## config.mk

```make
export PLATFORM = sky130hd
export DESIGN_NAME = fetch_stage_flat
export DESIGN_NICKNAME = d
export VERILOG_FILES = /design/src/rtl/risc_pkg.sv /design/src/rtl/fetch_stage_if.sv /design/src/rtl/if_id_reg.sv /design/src/rtl/fetch_stage.sv /design/src/flat_wrapper.sv
export SDC_FILE = /design/constraint.sdc
export NUM_CORES = 1
export LEC_CHECK = 0
export ABC_CLOCK_PERIOD_IN_PS = 2400
export BUFFER_PORTS_ARGS = -buffer_cell sky130_fd_sc_hd__buf_2
export CORE_ASPECT_RATIO = 0.8
export CORE_MARGIN = 2
export CORE_UTILIZATION = 50
export DETAILED_ROUTE_END_ITERATION = 10
export PLACE_DENSITY = 0.75
export SETUP_SLACK_MARGIN = 0.3
export SYNTH_ARGS = -nofsm -noshare
export SYNTH_HDL_FRONTEND = slang
export SYNTH_SLANG_ARGS = --single-unit
```

## constraint.sdc

```tcl
create_clock -name clk -period 2.4 [get_ports clk]
set_clock_uncertainty 0.1 [all_clocks]
set_input_delay 0.48 -clock clk [delete_from_list [all_inputs] [get_ports clk]]
set_output_delay 0.48 -clock clk [all_outputs]
set_load 0.02 [all_outputs]
```

## src/rtl/risc_pkg.sv

```systemverilog
// risc_pkg: shared constants and types for the 4-bit-opcode RISC pipeline.
// Holds opcode width, NOP encoding, default widths and the fetch FSM enum.
package risc_pkg;

  localparam int OPCODE_W    = 4;
  localparam int DEF_PC_W    = 16;
  localparam int DEF_INSTR_W = 16;

  localparam logic [DEF_INSTR_W-1:0] NOP_INSTR = '0;

  typedef enum logic [1:0] {
    BOOT,
    FETCH,
    HOLD,
    DISCARD
  } fetchState_t;

  function automatic logic [31:0] satInc(
    input logic [31:0] v
  );
    return (v == '1) ? v : v + 32'd1;
  endfunction

endpackage

```

## src/rtl/fetch_stage_if.sv

```systemverilog
// fetch_stage_if: instruction-memory request/acknowledge bus.
// master = fetch stage, slave = instruction memory.
interface fetch_stage_if import risc_pkg::*; #(
  parameter int PC_W    = DEF_PC_W,
  parameter int INSTR_W = DEF_INSTR_W
);

  logic               imem_req;
  logic [PC_W-1:0]    imem_addr;
  logic               imem_ack;
  logic [INSTR_W-1:0] imem_rdata;

  modport master (
    output imem_req,
    output imem_addr,
    input  imem_ack,
    input  imem_rdata
  );

  modport slave (
    input  imem_req,
    input  imem_addr,
    output imem_ack,
    output imem_rdata
  );

endinterface

```

## src/rtl/if_id_reg.sv

```systemverilog
// if_id_reg: IF/ID pipeline register.
// Priority: flush (NOP, invalid) > stall (hold) > load; no load leaves a bubble.
module if_id_reg import risc_pkg::*; #(
  parameter int PC_W    = DEF_PC_W,
  parameter int INSTR_W = DEF_INSTR_W
) (
  input  logic               clk,
  input  logic               rst_n,
  input  logic               flush,
  input  logic               stall,
  input  logic               load,
  input  logic [INSTR_W-1:0] instrIn,
  input  logic [PC_W-1:0]    pc1In,
  output logic [INSTR_W-1:0] instr,
  output logic [PC_W-1:0]    pc1,
  output logic               valid
);

  always_ff @(posedge clk or negedge rst_n) begin
    if (!rst_n) begin
      instr <= INSTR_W'(NOP_INSTR);
      pc1   <= '0;
      valid <= 1'b0;
    end else if (flush) begin
      instr <= INSTR_W'(NOP_INSTR);
      pc1   <= '0;
      valid <= 1'b0;
    end else if (!stall) begin
      instr <= load ? instrIn : INSTR_W'(NOP_INSTR);
      pc1   <= load ? pc1In : '0;
      valid <= load;
    end
  end

endmodule

```

## src/rtl/fetch_stage.sv

```systemverilog
// fetch_stage: PC, fetch FSM and skid buffer feeding the IF/ID register.
// Define FETCH_PERF_EN to add the perf_fetched/perf_squashed counters.
module fetch_stage import risc_pkg::*; #(
  parameter int              PC_W     = DEF_PC_W,
  parameter int              INSTR_W  = DEF_INSTR_W,
  parameter logic [PC_W-1:0] RESET_PC = '0
) (
  input  logic               clk,
  input  logic               rst_n,
  input  logic               stall,
  input  logic               pcsrc1,
  input  logic [PC_W-1:0]    target1,
  input  logic               pcsrc2,
  input  logic [PC_W-1:0]    target2,
  input  logic               if_id_flush,
  fetch_stage_if.master      imem,
  output logic [INSTR_W-1:0] if_id_instr,
  output logic [PC_W-1:0]    if_id_pc1,
  output logic               if_id_valid
`ifdef FETCH_PERF_EN
  ,
  output logic [31:0]        perf_fetched,
  output logic [31:0]        perf_squashed
`endif
);

  fetchState_t        state;
  fetchState_t        nextState;
  logic [PC_W-1:0]    pc;
  logic [PC_W-1:0]    pcNext;
  logic [PC_W-1:0]    pcInc;
  logic [PC_W-1:0]    staleAddr;
  logic [PC_W-1:0]    staleNext;
  logic [INSTR_W-1:0] skid;
  logic [INSTR_W-1:0] skidNext;
  logic [INSTR_W-1:0] loadInstr;
  logic               load;
  logic               redir;
  logic [PC_W-1:0]    target;

  // execute-stage redirect is older, so it wins
  assign redir  = pcsrc1 | pcsrc2;
  assign target = pcsrc2 ? target2 : target1;
  assign pcInc  = pc + PC_W'(1);

  always_ff @(posedge clk or negedge rst_n) begin
    if (!rst_n) begin
      state     <= BOOT;
      pc        <= RESET_PC;
      staleAddr <= RESET_PC;
      skid      <= INSTR_W'(NOP_INSTR);
    end else begin
      state     <= nextState;
      pc        <= pcNext;
      staleAddr <= staleNext;
      skid      <= skidNext;
    end
  end

  always_comb begin
    nextState = state;
    pcNext    = pc;
    staleNext = staleAddr;
    skidNext  = skid;
    load      = 1'b0;
    loadInstr = imem.imem_rdata;
    unique case (state)
      BOOT: begin
        nextState = FETCH;
        if (redir) pcNext = target;
      end
      FETCH: begin
        if (redir) begin
          pcNext = target;
          // unacked request must be completed at its old address
          if (!imem.imem_ack) begin
            staleNext = pc;
            nextState = DISCARD;
          end
        end else if (imem.imem_ack) begin
          if (stall) begin
            skidNext  = imem.imem_rdata;
            nextState = HOLD;
          end else begin
            load   = 1'b1;
            pcNext = pcInc;
          end
        end
      end
      HOLD: begin
        loadInstr = skid;
        if (redir) begin
          pcNext    = target;
          nextState = FETCH;
        end else if (!stall) begin
          load      = 1'b1;
          pcNext    = pcInc;
          nextState = FETCH;
        end
      end
      DISCARD: begin
        if (redir) pcNext = target;
        if (imem.imem_ack) nextState = FETCH;
      end
      default: nextState = BOOT;
    endcase
  end

  always_comb begin
    imem.imem_req  = 1'b0;
    imem.imem_addr = pc;
    unique case (state)
      FETCH: imem.imem_req = 1'b1;
      DISCARD: begin
        imem.imem_req  = 1'b1;
        imem.imem_addr = staleAddr;
      end
      default: imem.imem_req = 1'b0;
    endcase
  end

  if_id_reg #(
    .PC_W    (PC_W),
    .INSTR_W (INSTR_W)
  ) u_if_id (
    .clk     (clk),
    .rst_n   (rst_n),
    .flush   (if_id_flush),
    .stall   (stall),
    .load    (load),
    .instrIn (loadInstr),
    .pc1In   (pcInc),
    .instr   (if_id_instr),
    .pc1     (if_id_pc1),
    .valid   (if_id_valid)
  );

`ifdef FETCH_PERF_EN
  logic dropped;

  assign dropped =
    (state == FETCH && redir && imem.imem_ack) ||
    (state == HOLD && redir) ||
    (state == DISCARD && imem.imem_ack) ||
    (load && if_id_flush);

  always_ff @(posedge clk or negedge rst_n) begin
    if (!rst_n) begin
      perf_fetched  <= '0;
      perf_squashed <= '0;
    end else begin
      if (load && !if_id_flush)
        perf_fetched <= satInc(perf_fetched);
      if (dropped)
        perf_squashed <= satInc(perf_squashed);
    end
  end
`endif

endmodule
```

## src/flat_wrapper.sv

```systemverilog
// flat-port wrapper written by rule: the top's interface ports become plain ports
module fetch_stage_flat import risc_pkg::*;
#(
  parameter int              PC_W     = DEF_PC_W,
  parameter int              INSTR_W  = DEF_INSTR_W,
  parameter logic [PC_W-1:0] RESET_PC = '0
)
  (clk, rst_n, stall, pcsrc1, target1, pcsrc2, target2, if_id_flush, if_id_instr, if_id_pc1, if_id_valid, imem_imem_req, imem_imem_addr, imem_imem_ack, imem_imem_rdata);
  fetch_stage_if #(.PC_W(PC_W), .INSTR_W(INSTR_W)) imem_i ();
  input  logic clk;
  input  logic rst_n;
  input  logic stall;
  input  logic pcsrc1;
  input  logic [PC_W-1:0] target1;
  input  logic pcsrc2;
  input  logic [PC_W-1:0] target2;
  input  logic if_id_flush;
  output logic [INSTR_W-1:0] if_id_instr;
  output logic [PC_W-1:0] if_id_pc1;
  output logic if_id_valid;
  output wire logic [$bits(imem_i.imem_req)-1:0] imem_imem_req;
  output wire logic [$bits(imem_i.imem_addr)-1:0] imem_imem_addr;
  input wire logic [$bits(imem_i.imem_ack)-1:0] imem_imem_ack;
  input wire logic [$bits(imem_i.imem_rdata)-1:0] imem_imem_rdata;
  assign imem_imem_req = imem_i.imem_req;
  assign imem_imem_addr = imem_i.imem_addr;
  assign imem_i.imem_ack = imem_imem_ack;
  assign imem_i.imem_rdata = imem_imem_rdata;
  fetch_stage #(.PC_W(PC_W), .INSTR_W(INSTR_W), .RESET_PC(RESET_PC)) u_core (.clk(clk), .rst_n(rst_n), .stall(stall), .pcsrc1(pcsrc1), .target1(target1), .pcsrc2(pcsrc2), .target2(target2), .if_id_flush(if_id_flush), .imem(imem_i), .if_id_instr(if_id_instr), .if_id_pc1(if_id_pc1), .if_id_valid(if_id_valid));
endmodule
```

==> results by group <==
Outcome
  – Outcome: finished, final reports clean

Place
  – Dpl cells: 608
  – Placed cell area: 4965 um2
  – Post-DP HPWL: 7610 um
  – Gpl congestion: 0.9106
  – PortBufs: 104

Timing
  – Tcrit/Tclk final: 91.17%
  – Min Hold Slack: 0.02522 ns
  – Setup violators final: 0
  – Hold Fails Final Rpt: 0
  – Max-slew headroom: 51.93%
  – Setup_tns: 0 ns
  – Achievable Freq: 0.4570 GHz
  – Worst Max-Slew Pin Slew: 0.7145 ns
  – RSZ-0062 raised after global routing: yes
  – Max-slew violation count: 0
  – Fin crit period: 2.188 ns

Drt
  – DRT Wirelength: 11690 um
  – Via count: 3684
  – DRT iter0 DRCs: 404
  – Vias/cell: 5.857
  – Wire per inst: 18.58 um
  – DRC Markers: 0
  – First-pass DRT Iterations: 5
  – Post-route ant nets: 0

Floorplan
  – Die Footprint: 9324 um2
  – CORE AREA: 8408 um2
  – Initial core utilization: 50.92%
  – Num rows: 30
  – Die H: 86.77 um
  – I/O Pins: 105
  – Chip Width: 107.5 um

Finish
  – Syn-to-layout area delta: 30.13%
  – Post-route insts no fill: 629
  – Fill cell count: 689
  – Layout cells sized above 1: 42.94%
  – Inserted Diodes: 0
  – Cell area after layout: 5572 um2
  – Layout Nets: 571

Clocking
  – Clock tree buffer depth: 2
  – Clock transition at path regs: 0.08 ns
  – Root buf cell: clkbuf_8
  – CTS tree: done
  – CTS H-tree lvls: 3
  – Num Clock Sinks: 83
  – Clk Latency, worst-skew pair: 0.35 ns
  – Hold_buf cts: 0
  – CTS buffer count: 9

Logic synthesis
  – Multiplexer area fraction after synthesis: 18.85%
  – Most common cell in the netlist: dfrtp_1
  – Async set-reset flop share out of synthesis: 100.0%
  – Synth Area in XOR/XNOR: 2.046%
  – Synthesis warning total: 0
  – Top FF cell, synth: dfrtp_1
  – Top cell type's share of synthesized area: 48.51%
  – Seq/Total Area, Yosys: 48.51%
  – Leading area contributor after synthesis: dfrtp_1
  – Syn Std Cell Area: 4282 um2
  – Synth Area in Simple Gates: 12.92%
  – Synthesized Nets: 461
  – Post-synthesis compound-gate area fraction: 12.24%
  – EDFF count, synth: 0
  – Largest family of logic cells by synthesized area: multiplexers
  – Post-synthesis instance total: 402
  – Commonest cells in the synthesized netlist: dfrtp_1 (83), mux2_2 (53), nand2_1 (45)
  – Syn avg cell area: 10.65 um2
  – Synth area leaders: dfrtp_1 (49%), mux2_2 (14%), mux2i_1 (4.9%), o21ai_0 (4.2%), nand2_1 (3.9%)
  – Unique cell type count in the Yosys netlist: 51
  – Synth Area in Adders: 1.169%
  – FF+latch count, synth: 83

Setup path
  – Crit-path max FO: 5
  – Worst path slowest cell: dfrtp_1
  – Crit path from: u_core.state[0]
  – Crit path largest cell delay: 0.40 ns
  – Crit. End Element: primary output
  – WP data arrival: 1.61 ns
  – Startpoint types: flop
  – R2r startpoint: u_core.pc[3]
  – Reg2Reg Setup Slack: 0.26 ns
  – Cell Chain, Critical Path: ha_4 > clkbuf_16 > mux2_4 > buf_6
  – Crit Path Category: reg -> out
  – Worst Path Required: 1.82 ns

Global routing
  – First-pass GRT wire length: 18080 um
  – Vias in the first global route: 3502
  – Total grt overflow: 0
  – Largest net degree at the start of global routing: 44
  – Initial antenna violation count: 0
  – Gr usage total: 25.07%

Pwr
  – VDD IR max: 0.4409 mV
  – P per Cell Area: 1005 nW/um2
  – Lkg Pwr: 2.545 nW

Worst hold path
  – Hold Crit Class: in -> async

Job
  – Max_cap viols: 0
## cell usage in the layout, fill, tap and decap left out, types with 10 or more instances in the layout
cell type  count
nor3_1        10
buf_2         86
o21ai_1       16
a21oi_1       10
o21ai_0       19
mux2i_1       21
mux2_4        14
buf_4         20
dfrtp_1       83
nand2_1       44
buf_6         17
mux2_2        39
## layer usage
layer | vias up | global-route usage (%) | wire, um
met2 | 175 | 39.70 | 5637
met3 | 14 | 5.188 | 917
met4 | 0 | 7.343 | 145
li1 | 1672 | - | -
met1 | 1823 | 35.18 | 4986
met5 | - | 0 | 0
## metrics by stage
| step | total power, W | utilization, % | worst slack [ns] |
|---|---|---|---|
| global placement | 0.003723 | 59.05 | 0.4292 |
| finish | 0.005597 | 66.26 | 0.2118 |
| detailed placement | 0.003800 | 59.05 | 0.3136 |
| floorplan | 0.003247 | - | 0.2898 |
| CTS | 0.005054 | 62.57 | 0.1978 |
| global route | 0.005856 | 66.26 | 0.1592 |
## critical path, delay by kind of cell (launching register included)
kind	cells	cell delay [ns]
muxes	1	0.30
adders and majority gates	1	0.25
DFF	1	0.40
buffers and inverters	2	0.31
## cells by family after synthesis
group | Yosys count
buffers and inverters | 39
adders and majority gates | 4
DFF | 83
xor gates and xnor gates | 10
AOI/OAI and AO/OA | 85
and+or+nand+nor | 107
muxes | 74
## where the power goes
group	switching, W	internal (W)
sequential	0.000279	0.00176
clock	0.000499	0.000588
combinational	0.00115	0.00133
total	0.00193	0.00367
## registers in the layout, indices dropped and copies added, names as in the netlist
register,flops
u_core.u_if_id.valid,1
u_core.state,2
u_core.skid,16
u_core.u_if_id.pc1,16
u_core.u_if_id.instr,16
u_core.staleAddr,16
u_core.pc,16
## worst paths after layout
path	to	cells after the start
max reg2reg	u_core.u_if_id.pc1[13]	4
min	u_core.u_if_id.instr[11]	1
max in group asynchronous	u_core.pc[3]	2
min reg2reg	u_core.u_if_id.valid	2
max	imem_imem_addr[5]	4
min in group clk	u_core.skid[4]	2
## layout make-up
| type | count | area (um2) | share of cell area (%) |
|---|---|---|---|
| flip-flops and latches | 83 | 2077 | 37.28 |
| clock inverters | 4 | 75.07 | 1.347 |
| inverters | 8 | 30.03 | 0.5390 |
| multi-input cells | 280 | 2195 | 39.39 |
| clock buffers | 12 | 135.1 | 2.425 |
| well taps | 112 | 140.1 | 2.515 |
| repair buffers | 130 | 919.6 | 16.51 |
## timing repair
action / 4_1_cts / 5_1_grt
endpoints found under the setup margin: 17 / 62
cloned: 1 / 2
resized for setup: 11 / 85
setup buffers: 2 / 0
pin swaps: 1 / 3
No activity file was read; power rests on OpenSTA's default activity.
